--- src/rtl/dec_pkg.sv ---
// rtl/dec_pkg.sv - shared mode encodings and helpers for the dec_scan decoder
package dec_pkg;

  localparam logic DEC_MODE_DIRECT = 1'b0;
  localparam logic DEC_MODE_SCAN   = 1'b1;

  function automatic int clog2(input int value);
    int r;
    r = 0;
    while ((1 << r) < value) r++;
    return r;
  endfunction

  // Sized for the widest legal select (N=6); callers keep the low 2^N bits.
  function automatic logic [63:0] onehot(input logic [5:0] sel);
    return 64'd1 << sel;
  endfunction

endpackage

--- src/rtl/dec_dwell_timer.sv ---
// rtl/dec_dwell_timer.sv - dwell counter for scan mode, ticks on the last cycle of each line
module dec_dwell_timer
  import dec_pkg::*;
#(
  parameter int DIV = 4
) (
  input  logic clk,
  input  logic rst_n,
  input  logic run,
  input  logic clr,
  output logic tick
);

  localparam int CW = (clog2(DIV) < 1) ? 1 : clog2(DIV);
  localparam logic [CW-1:0] LAST = CW'(DIV - 1);

  logic [CW-1:0] cnt;

  always_ff @(posedge clk or negedge rst_n) begin
    if (!rst_n) begin
      cnt <= '0;
    end else if (clr) begin
      cnt <= '0;
    end else if (run) begin
      cnt <= (cnt == LAST) ? '0 : cnt + 1'b1;
    end
  end

  assign tick = run && (cnt == LAST);

endmodule

--- src/rtl/dec_scan.sv ---
// rtl/dec_scan.sv - registered N-to-2^N one-hot decoder with scan sequencer
// Optional blank cycle between scan lines: define DEC_SCAN_BLANK_EN.
module dec_scan
  import dec_pkg::*;
#(
  parameter int N   = 2,
  parameter int DIV = 4
) (
  input  logic           clk,
  input  logic           rst_n,
  input  logic           en,
  input  logic           mode,
  input  logic [N-1:0]   a,
  output logic [2**N-1:0] s,
  output logic [N-1:0]   idx,
  output logic           wrap
);

  localparam int W = 2**N;
  localparam logic [N-1:0] IDX_MAX = '1;

  logic           scan_q;
  logic           scanning;
  logic           run;
  logic           tick;
  logic [W-1:0]   s_n;
  logic [N-1:0]   idx_n;
  logic [N-1:0]   idx_inc;
  logic           wrap_n;

  function automatic logic [W-1:0] dec(input logic [N-1:0] v);
    logic [5:0]  sel;
    logic [63:0] full;
    sel        = '0;
    sel[N-1:0] = v;
    full       = onehot(sel);
    return full[W-1:0];
  endfunction

  assign scanning = en && (mode == DEC_MODE_SCAN);

`ifdef DEC_SCAN_BLANK_EN
  logic blank;
  logic blank_n;
  assign run = scanning && scan_q && !blank;
`else
  assign run = scanning && scan_q;
`endif

  // Anything that is not steady scanning (disable, direct, entry, blank) parks the counter at 0.
  dec_dwell_timer #(.DIV(DIV)) u_timer (
    .clk   (clk),
    .rst_n (rst_n),
    .run   (run),
    .clr   (!run),
    .tick  (tick)
  );

  always_comb begin
    s_n     = s;
    idx_n   = idx;
    wrap_n  = 1'b0;
    idx_inc = idx + 1'b1;
`ifdef DEC_SCAN_BLANK_EN
    blank_n = 1'b0;
`endif
    if (!en) begin
      s_n = '0;
    end else if (mode == DEC_MODE_DIRECT) begin
      idx_n = a;
      s_n   = dec(a);
    end else if (!scan_q) begin
      idx_n = '0;
      s_n   = dec('0);
`ifdef DEC_SCAN_BLANK_EN
    end else if (blank) begin
      s_n = dec(idx);
    end else if (tick) begin
      idx_n   = idx_inc;
      wrap_n  = (idx == IDX_MAX);
      s_n     = '0;
      blank_n = 1'b1;
`else
    end else if (tick) begin
      idx_n  = idx_inc;
      wrap_n = (idx == IDX_MAX);
      s_n    = dec(idx_inc);
`endif
    end
  end

  always_ff @(posedge clk or negedge rst_n) begin
    if (!rst_n) begin
      s      <= '0;
      idx    <= '0;
      wrap   <= 1'b0;
      scan_q <= 1'b0;
    end else begin
      s      <= s_n;
      idx    <= idx_n;
      wrap   <= wrap_n;
      scan_q <= scanning;
    end
  end

`ifdef DEC_SCAN_BLANK_EN
  always_ff @(posedge clk or negedge rst_n) begin
    if (!rst_n) blank <= 1'b0;
    else        blank <= blank_n;
  end
`endif

endmodule

--- config.mk ---
export PLATFORM = sky130hd
export DESIGN_NAME = dec_scan
export DESIGN_NICKNAME = d
export VERILOG_FILES = /design/src/rtl/dec_pkg.sv /design/src/rtl/dec_dwell_timer.sv /design/src/rtl/dec_scan.sv
export SDC_FILE = /design/constraint.sdc
export NUM_CORES = 1
export LEC_CHECK = 0
export CAP_MARGIN = 15
export CORE_MARGIN = 5
export CORE_UTILIZATION = 48
export CTS_CLUSTER_DIAMETER = 60
export DETAILED_ROUTE_END_ITERATION = 7
export PLACE_DENSITY = 0.76
export RECOVER_POWER = 100
export SYNTH_ARGS = -nofsm -noshare
export SYNTH_HDL_FRONTEND = slang
export SYNTH_HIERARCHICAL = 1
export SYNTH_SLANG_ARGS = --single-unit
--- constraint.sdc ---
create_clock -name clk -period 2.1 [get_ports clk]
set_clock_uncertainty 0.15 [all_clocks]
set_input_delay 0.63 -clock clk [delete_from_list [all_inputs] [get_ports clk]]
set_output_delay 0.63 -clock clk [all_outputs]
set_load 0.05 [all_outputs]
Yosys cells after proc, flatten, opt, wreduce, memory -nomap -nowiden
Index checks and enable logic that the tools add are counted.

Mux-type cells: 13. Eq/ne operators: 4. Reduce and logical (&&, ||, !) cells: 4. Shift-type cells: 2. Add/subtract/negate cells: 2.

Operators with widths (number): 4-bit two-way mux (4); 2-bit two-way mux (5); 1-bit by 2-bit left shift with 4-bit output, first input constant (2); 2-bit by 1-bit adder with 2-bit output, second input constant (2); 2-bit equality test, second input constant (2); 1-bit two-way mux (4); 4-bit by 3-bit != test with 1-bit output, second input constant (1); 1-bit logical AND (3); 3-bit by 2-bit != test with 1-bit output, second input constant (1); 2-bit AND reduction (1).

Output and inout port bits: 7. Register bits after elaboration: 10. Word-level logic and storage cells: 30. Bits of input ports: 6.

Longest topological paths before layout
Depth after elaboration: 7. Depth in mapped cells: 8. Gate-level depth less buffers: 6.

Modules after synthesis
Netlist, hierarchy kept.

Modules (own cells, without submodules): dec_scan (cells each 46, area each 523.0 um2, sequential area each 200.2 um2, instances 1); dec_dwell_timer (cells each 9, area each 106.4 um2, sequential area each 50.0 um2, instances 1).

Worst setup path before layout
Ideal clock, no wire load.

Kind: input to register. Start point: in en. End point: reg idx[1]. Setup slack: 0.149 ns. Required time: 1.825 ns. Setup time: 0.125 ns. Cell stages on the path: 7. Buffers on the path: 2. Data arrival time: 1.677 ns. Cell sequence: buf_6 > nand3_1 > inv_1 > and2_1 > buf_6 > o21ai_2 > mux2_2.

Longest elaborated chain between the ends: 5.

Ends and longest elaborated chain: from (decl) (line dec_scan.sv:11) `input logic en,`; 1-bit logical AND (line dec_scan.sv:40) `assign scanning = en && (mode == DEC_MODE_SCAN);`; 1-bit logical AND (line dec_scan.sv:47) `assign run = scanning && scan_q;`; named net run (line dec_scan.sv:24) `logic run;`; 1-bit logical AND (line dec_dwell_timer.sv:29) `assign tick = run && (cnt == LAST);`; named net tick (line dec_scan.sv:25) `logic tick;`; 3-bit by 2-bit != test with 1-bit output (no source line); 2-bit AND reduction (no source line); to (signal assigned) (line dec_scan.sv:100) `idx <= idx_n;`; to (decl) (line dec_scan.sv:15) `output logic [N-1:0] idx,`.

The timed path passes the listed nets, and every way through them passes these cells. A chain may end at the register's enable or synchronous reset.

Worst setup path in the final report
Ends and elaborated chain as after synthesis.

==> impl_metrics.env <==
export IMPL_status="complete, no violations"
export IMPL_drc_errors=0
export IMPL_reg2reg_depth=5
export IMPL_critPathKind="in -> reg"
export IMPL_area_delta_synth_final_pct=22.9
export IMPL_ir_drop_mv=0.307
export IMPL_synth_nets=67
export IMPL_start_util=0.496
export IMPL_dieArea_sq_mm=0.00214
export IMPL_avgViaCountPerCell=5.27
export IMPL_worst_slew_pin_slew_ns=0.607
export IMPL_netlist_top_cells_area="dfrtp_1 (40%), ha_1 (12%), mux2i_1 (8.0%)"
export IMPL_die_h_um=46.2
export IMPL_fmax_ghz=0.494
export IMPL_crit_path_max_incr_delay_ns=0.41
export IMPL_synth_commonest_cells="dfrtp_1 (10), ha_1 (6), and2_1 (5), mux2i_1 (5), inv_1 (4)"
export IMPL_clkPwrFrac=0.290
export IMPL_clock_latency_ns=0.26
export IMPL_synth_seq_cells=10
export IMPL_avgSynthCellArea_sq_um=11.4
export IMPL_cts_clk_slew_worst_paths_ns=0.06
export IMPL_drv_cap=0
export IMPL_synth_top_area_cell="dfrtp_1"
export IMPL_cp_start_kind="input pin"
export IMPL_power_switching_w=0.000134
export IMPL_ant_nets=0
export IMPL_synth_cells=55
export IMPL_gp_congestion=0.732
export IMPL_layout_drive_gt1_share=0.205
export IMPL_synth_edf_count=0
export IMPL_hold_ws_ns=0.383
export IMPL_final_max_slew_viol_count=0
export IMPL_clock_sinks=10
export IMPL_p_sw_frac=0.303
export IMPL_cts_setup_buffers=0
export IMPL_netlist_area_leader_share=0.398
export IMPL_h_tree_depth=1
export IMPL_async_reset_ff_frac=1.00
export IMPL_wire_per_inst_um=12.6
export IMPL_antenna_found_initial=0
export IMPL_clock_path_buffers=2
export IMPL_dp_hpwl_um=877
export IMPL_tritoncts="built"
export IMPL_finalCriticalPeriod_ns=2.03
export IMPL_wl_um=1110
export IMPL_timing_slew_headroom=0.597
export IMPL_grt_overflow=0
export IMPL_numCtsBuffers=3
export IMPL_min_path_cells=2
export IMPL_yosysMostFrequentCell="dfrtp_1"
export IMPL_cp_max_fo=8
export IMPL_drt_first_pass_iters=4
export IMPL_worstPathRequired_ns=2.10
export IMPL_p_per_area_mw_per_mm2=572
export IMPL_power_frac_seq=0.478
export IMPL_tns_ns=0
export IMPL_via_count=464
export IMPL_yosysWarnings=6
export IMPL_synth_ff_type="dfrtp_1"
export IMPL_p_leak_nw=0.382
export IMPL_grt_pass1_vias=447
export IMPL_grt_pass1_wl_um=1850
export IMPL_grt_max_degree=11
export IMPL_grt_setup_unrepaired="no"
export IMPL_worstHoldPathType="reg -> reg"
export IMPL_synth_area_sq_um=629
export IMPL_critPathCaptureType="flop"
export IMPL_diodes=0
export IMPL_cp_arrival_ns=2.02
export IMPL_chipWidth_um=46.2
export IMPL_setup_viol=0
export IMPL_fin_crit_sh=0.964
export IMPL_nNetsFinal=87
export IMPL_core_area_sq_mm=0.00127
export IMPL_row_count=13
export IMPL_power_total_w=0.000442
export IMPL_track_usage=0.126
export IMPL_first_iter_violations=3
export IMPL_hold_violations=0
export IMPL_numPortBuffers=12
export IMPL_root_buffer="clkbuf_4"
export IMPL_crit_chain="clkdlybuf4s50_1, nand3_1, inv_1, and2_4, buf_12, o21ai_0, mux2_2"
export IMPL_ioPinCount=13
export IMPL_yosysUniqueCellTypes=25
export IMPL_ys_seq_area_frac=0.398
export IMPL_p_int_w=0.000308
export IMPL_p_comb_frac=0.233
export IMPL_cp_slowest_cell="clkdlybuf4s50_1"
critical path, delay by kind of cell:
kind	cells	cell delay [ns]
muxes	1	0.35
AOI/OAI and AO/OA	1	0.20
and+or+nand+nor	2	0.24
buffers and inverters	3	0.60
timing repair:
action	4_1_cts	5_1_grt
hold buffers	0	0
endpoints found under the setup margin	0	2
gates resized for setup	0	1
kinds of logic (layout without fill, tap and decap cells):
| group | after synthesis | count (layout) | share of synthesized area |
|---|---|---|---|
| fa+ha+maj | 6 | 6 | 0.119 |
| compound gates | 8 | 8 | 0.103 |
| simple gates | 17 | 17 | 0.181 |
| buf+inv | 7 | 25 | 0.0775 |
| mux | 7 | 7 | 0.121 |
| flops | 10 | 10 | 0.398 |
power by group through the flow:
stage,combinational (W),sequential (W),clock [W]
6_report,0.000103,0.000211,0.000128
5_1_grt,0.000111,0.000213,0.000146
4_1_cts,0.000121,0.000215,0.000134
3_5_place_dp,0.000121,0.000218,0
3_3_place_gp,0.000119,0.000218,0
2_1_floorplan,0.0000432,0.000241,0
placed cells by master (no fill, tap or decap), types with 2 or more instances in the layout:
cell type / instances
and2_0: 2
and2_1: 2
buf_4: 3
clkbuf_1: 7
clkbuf_4: 3
clkdlybuf4s50_1: 4
dfrtp_1: 10
dlymetal6s2s_1: 2
ha_1: 6
inv_1: 4
mux2i_1: 5
nand3_1: 2
nor2_1: 2
o21ai_0: 2
o22ai_1: 2
metal layers:
metal  routed length, um  global-route usage
met5                   0                   0
met2                 530               0.206
met4                   0              0.0511
met1                 488               0.148
met3                  87              0.0469
final cells by class:
class / count / area, sq um
fillers: 127 / 495
multi-input cells: 38 / 323
flip-flops and latches: 10 / 250
repair buffers: 18 / 144
clock buffers: 3 / 22.5
well taps: 15 / 18.8
inverters: 4 / 15.0
stage by stage:
| step | cell area [sq um] | std cells | setup slack (ns) | util |
|---|---|---|---|---|
| 6_report | 773 | 88 | 0.0746 | 0.609 |
| 5_1_grt | 773 | 88 | 0.0142 | 0.609 |
| 4_1_cts | 822 | 88 | 0.0950 | 0.648 |
| 3_5_place_dp | 800 | 85 | -0.186 | 0.630 |
| 3_3_place_gp | 800 | 85 | -0.181 | 0.630 |
| 2_1_floorplan | 629 | 55 | 0.149 | - |
flip-flops by register name (all words and copies together), names as in the netlist:
register,flops
idx,2
s,4
scan_q,1
u_timer/cnt,2
wrap,1
path summary, 6_finish.rpt:
kind,from,end,slack (ns)
min reg2reg,u_timer/cnt[1],u_timer/cnt[1],0.38
max reg2reg,u_timer/cnt[0],idx[1],0.39
max,en,idx[1],0.07
max in group asynchronous,rst_n,scan_q,0.88
min,u_timer/cnt[1],u_timer/cnt[1],0.38
min in group asynchronous,rst_n,wrap,0.61
Note: power is estimated with default switching activity, not from simulation.
==> RTL change, RTL diff (config.mk and constraints unchanged) <==
Add a define of `DEC_SCAN_BLANK_EN`.
--- a/src/rtl/dec_scan.sv
+++ b/src/rtl/dec_scan.sv
@@ -1,5 +1,7 @@
 // rtl/dec_scan.sv - registered N-to-2^N one-hot decoder with scan sequencer
 // Optional blank cycle between scan lines: define DEC_SCAN_BLANK_EN.
+`define DEC_SCAN_BLANK_EN
+
 module dec_scan
   import dec_pkg::*;
 #(
Formal check against the unedited RTL: not equivalent (a bounded check fails within 10 cycles, from zero or initial values and one cycle with rst_n low).
==> RTL change against the unedited design <==
- synthesized area grew 8.2%
- die area up 6.4%
- register-to-register slack worse by 0.05 ns
- sequential cell count rose by 1
- design area up 11%
- routed wire length grew 33%
- worst setup slack better by 0.0079 ns
- non-clock buffer count grew 1
- total power rose by 7.3%
- largest power group unchanged
- highest routed layer is now met4
==> RTL change: results <==
metrics = {
    "status": {
        "status": "finished, final reports clean",
    },
    "cells_and_area": {
        "drive_gt1_share_pct": 20.5,
        "nets": 100,
    },
    "pwr": {
        "p_leak_uw": 0.000404,
    },
    "place": {
        "dpl.cell_count": 99,
        "gp_congestion": 0.847,
        "place_ws_ns": -0.227,
    },
    "detailed_routing": {
        "drt_wl_total_um": 1470,
        "dr_wl_met3_um": 105,
        "route.met2.wl_um": 723,
        "num_vias": 585,
        "vias_per_cell": 5.68,
    },
    "synthesis": {
        "synth.net_count": 78,
        "yosysSeqAreaShare_pct": 40.4,
        "synth_area_leaders": "dfrtp_1, ha_1, nand2b_1",
        "syn_avg_cell_area_um2": 10.2,
        "synth_commonest_cells": "dfrtp_1, nand2b_1, a21oi_1, ha_1, nor2_1",
    },
    "critical_path": {
        "reg2reg_depth": 6,
        "reg2reg_from": "blank",
        "critPathMaxFanout": 6,
    },
    "sta": {
        "fin_crit_sh_pct": 96.1,
        "fin_hold_ws_ns": 0.387,
    },
    "global_routing": {
        "track_usage_pct": 13.9,
        "first_global_vias": 535,
        "grt_start_max_net_pins": 12,
        "grt_pass1_wl_um": 2200,
    },
}
==> RTL change: power by group <==
group	leakage (uW)	total, uW	switching [uW]	internal [uW]
clock network	0.0000150	144	70.9	73.4
logic	0.000243	100	64.4	35.8
registers	0.000147	230	9.05	221
total	0.000404	475	144	330
==> RTL change: cell type report <==
| cell class | instances | area, um2 | share of cell area (%) |
|---|---|---|---|
| Clock buffer | 4 | 26.3 | 3.06 |
| Inverter | 4 | 16.3 | 1.90 |
| Multi-Input combinational cell | 50 | 387 | 45.0 |
| Sequential cell | 11 | 275 | 32.1 |
| Tap cell | 15 | 18.8 | 2.19 |
| Timing Repair Buffer | 19 | 135 | 15.7 |
==> RTL change: logic make-up (layout without fill, tap and decap cells) <==
group	count (synthesis)	count (layout)	synth area share [%]
AOI/OAI and AO/OA	12	12	12.5
adders and majority gates	5	5	9.19
buffers and inverters	6	27	4.23
DFF	11	11	40.4
muxes	1	1	1.47
and+or+nand+nor	32	32	32.2
==> RTL change: stage by stage <==
stage / total power, uW / utilization (%)
floorplan: 297 / -
global placement: 346 / 64.9
detailed placement: 347 / 64.9
CTS: 488 / 66.9
global route: 497 / 65.1
finish: 475 / 65.1
==> RTL change: layer usage <==
| metal | track usage [%] | up-vias |
|---|---|---|
| met1 | 15.7 | 274 |
| met5 | 0 | - |
| li1 | - | 284 |
| met4 | 5.38 | 0 |
| met3 | 4.14 | 4 |
| met2 | 24.6 | 23 |
==> RTL change: what timing repair did <==
action / 4_1_cts / 5_1_grt
endpoints found under the setup margin: 0 / 3
gates resized for setup: 0 / 4
hold buffers: 0 / 0
==> RTL change: tightest hold or removal path, stage by stage (launching register included) <==
cell,delay (ns)
dfrtp_1,0.35
mux2i_1,0.07
nor2_1,0.08
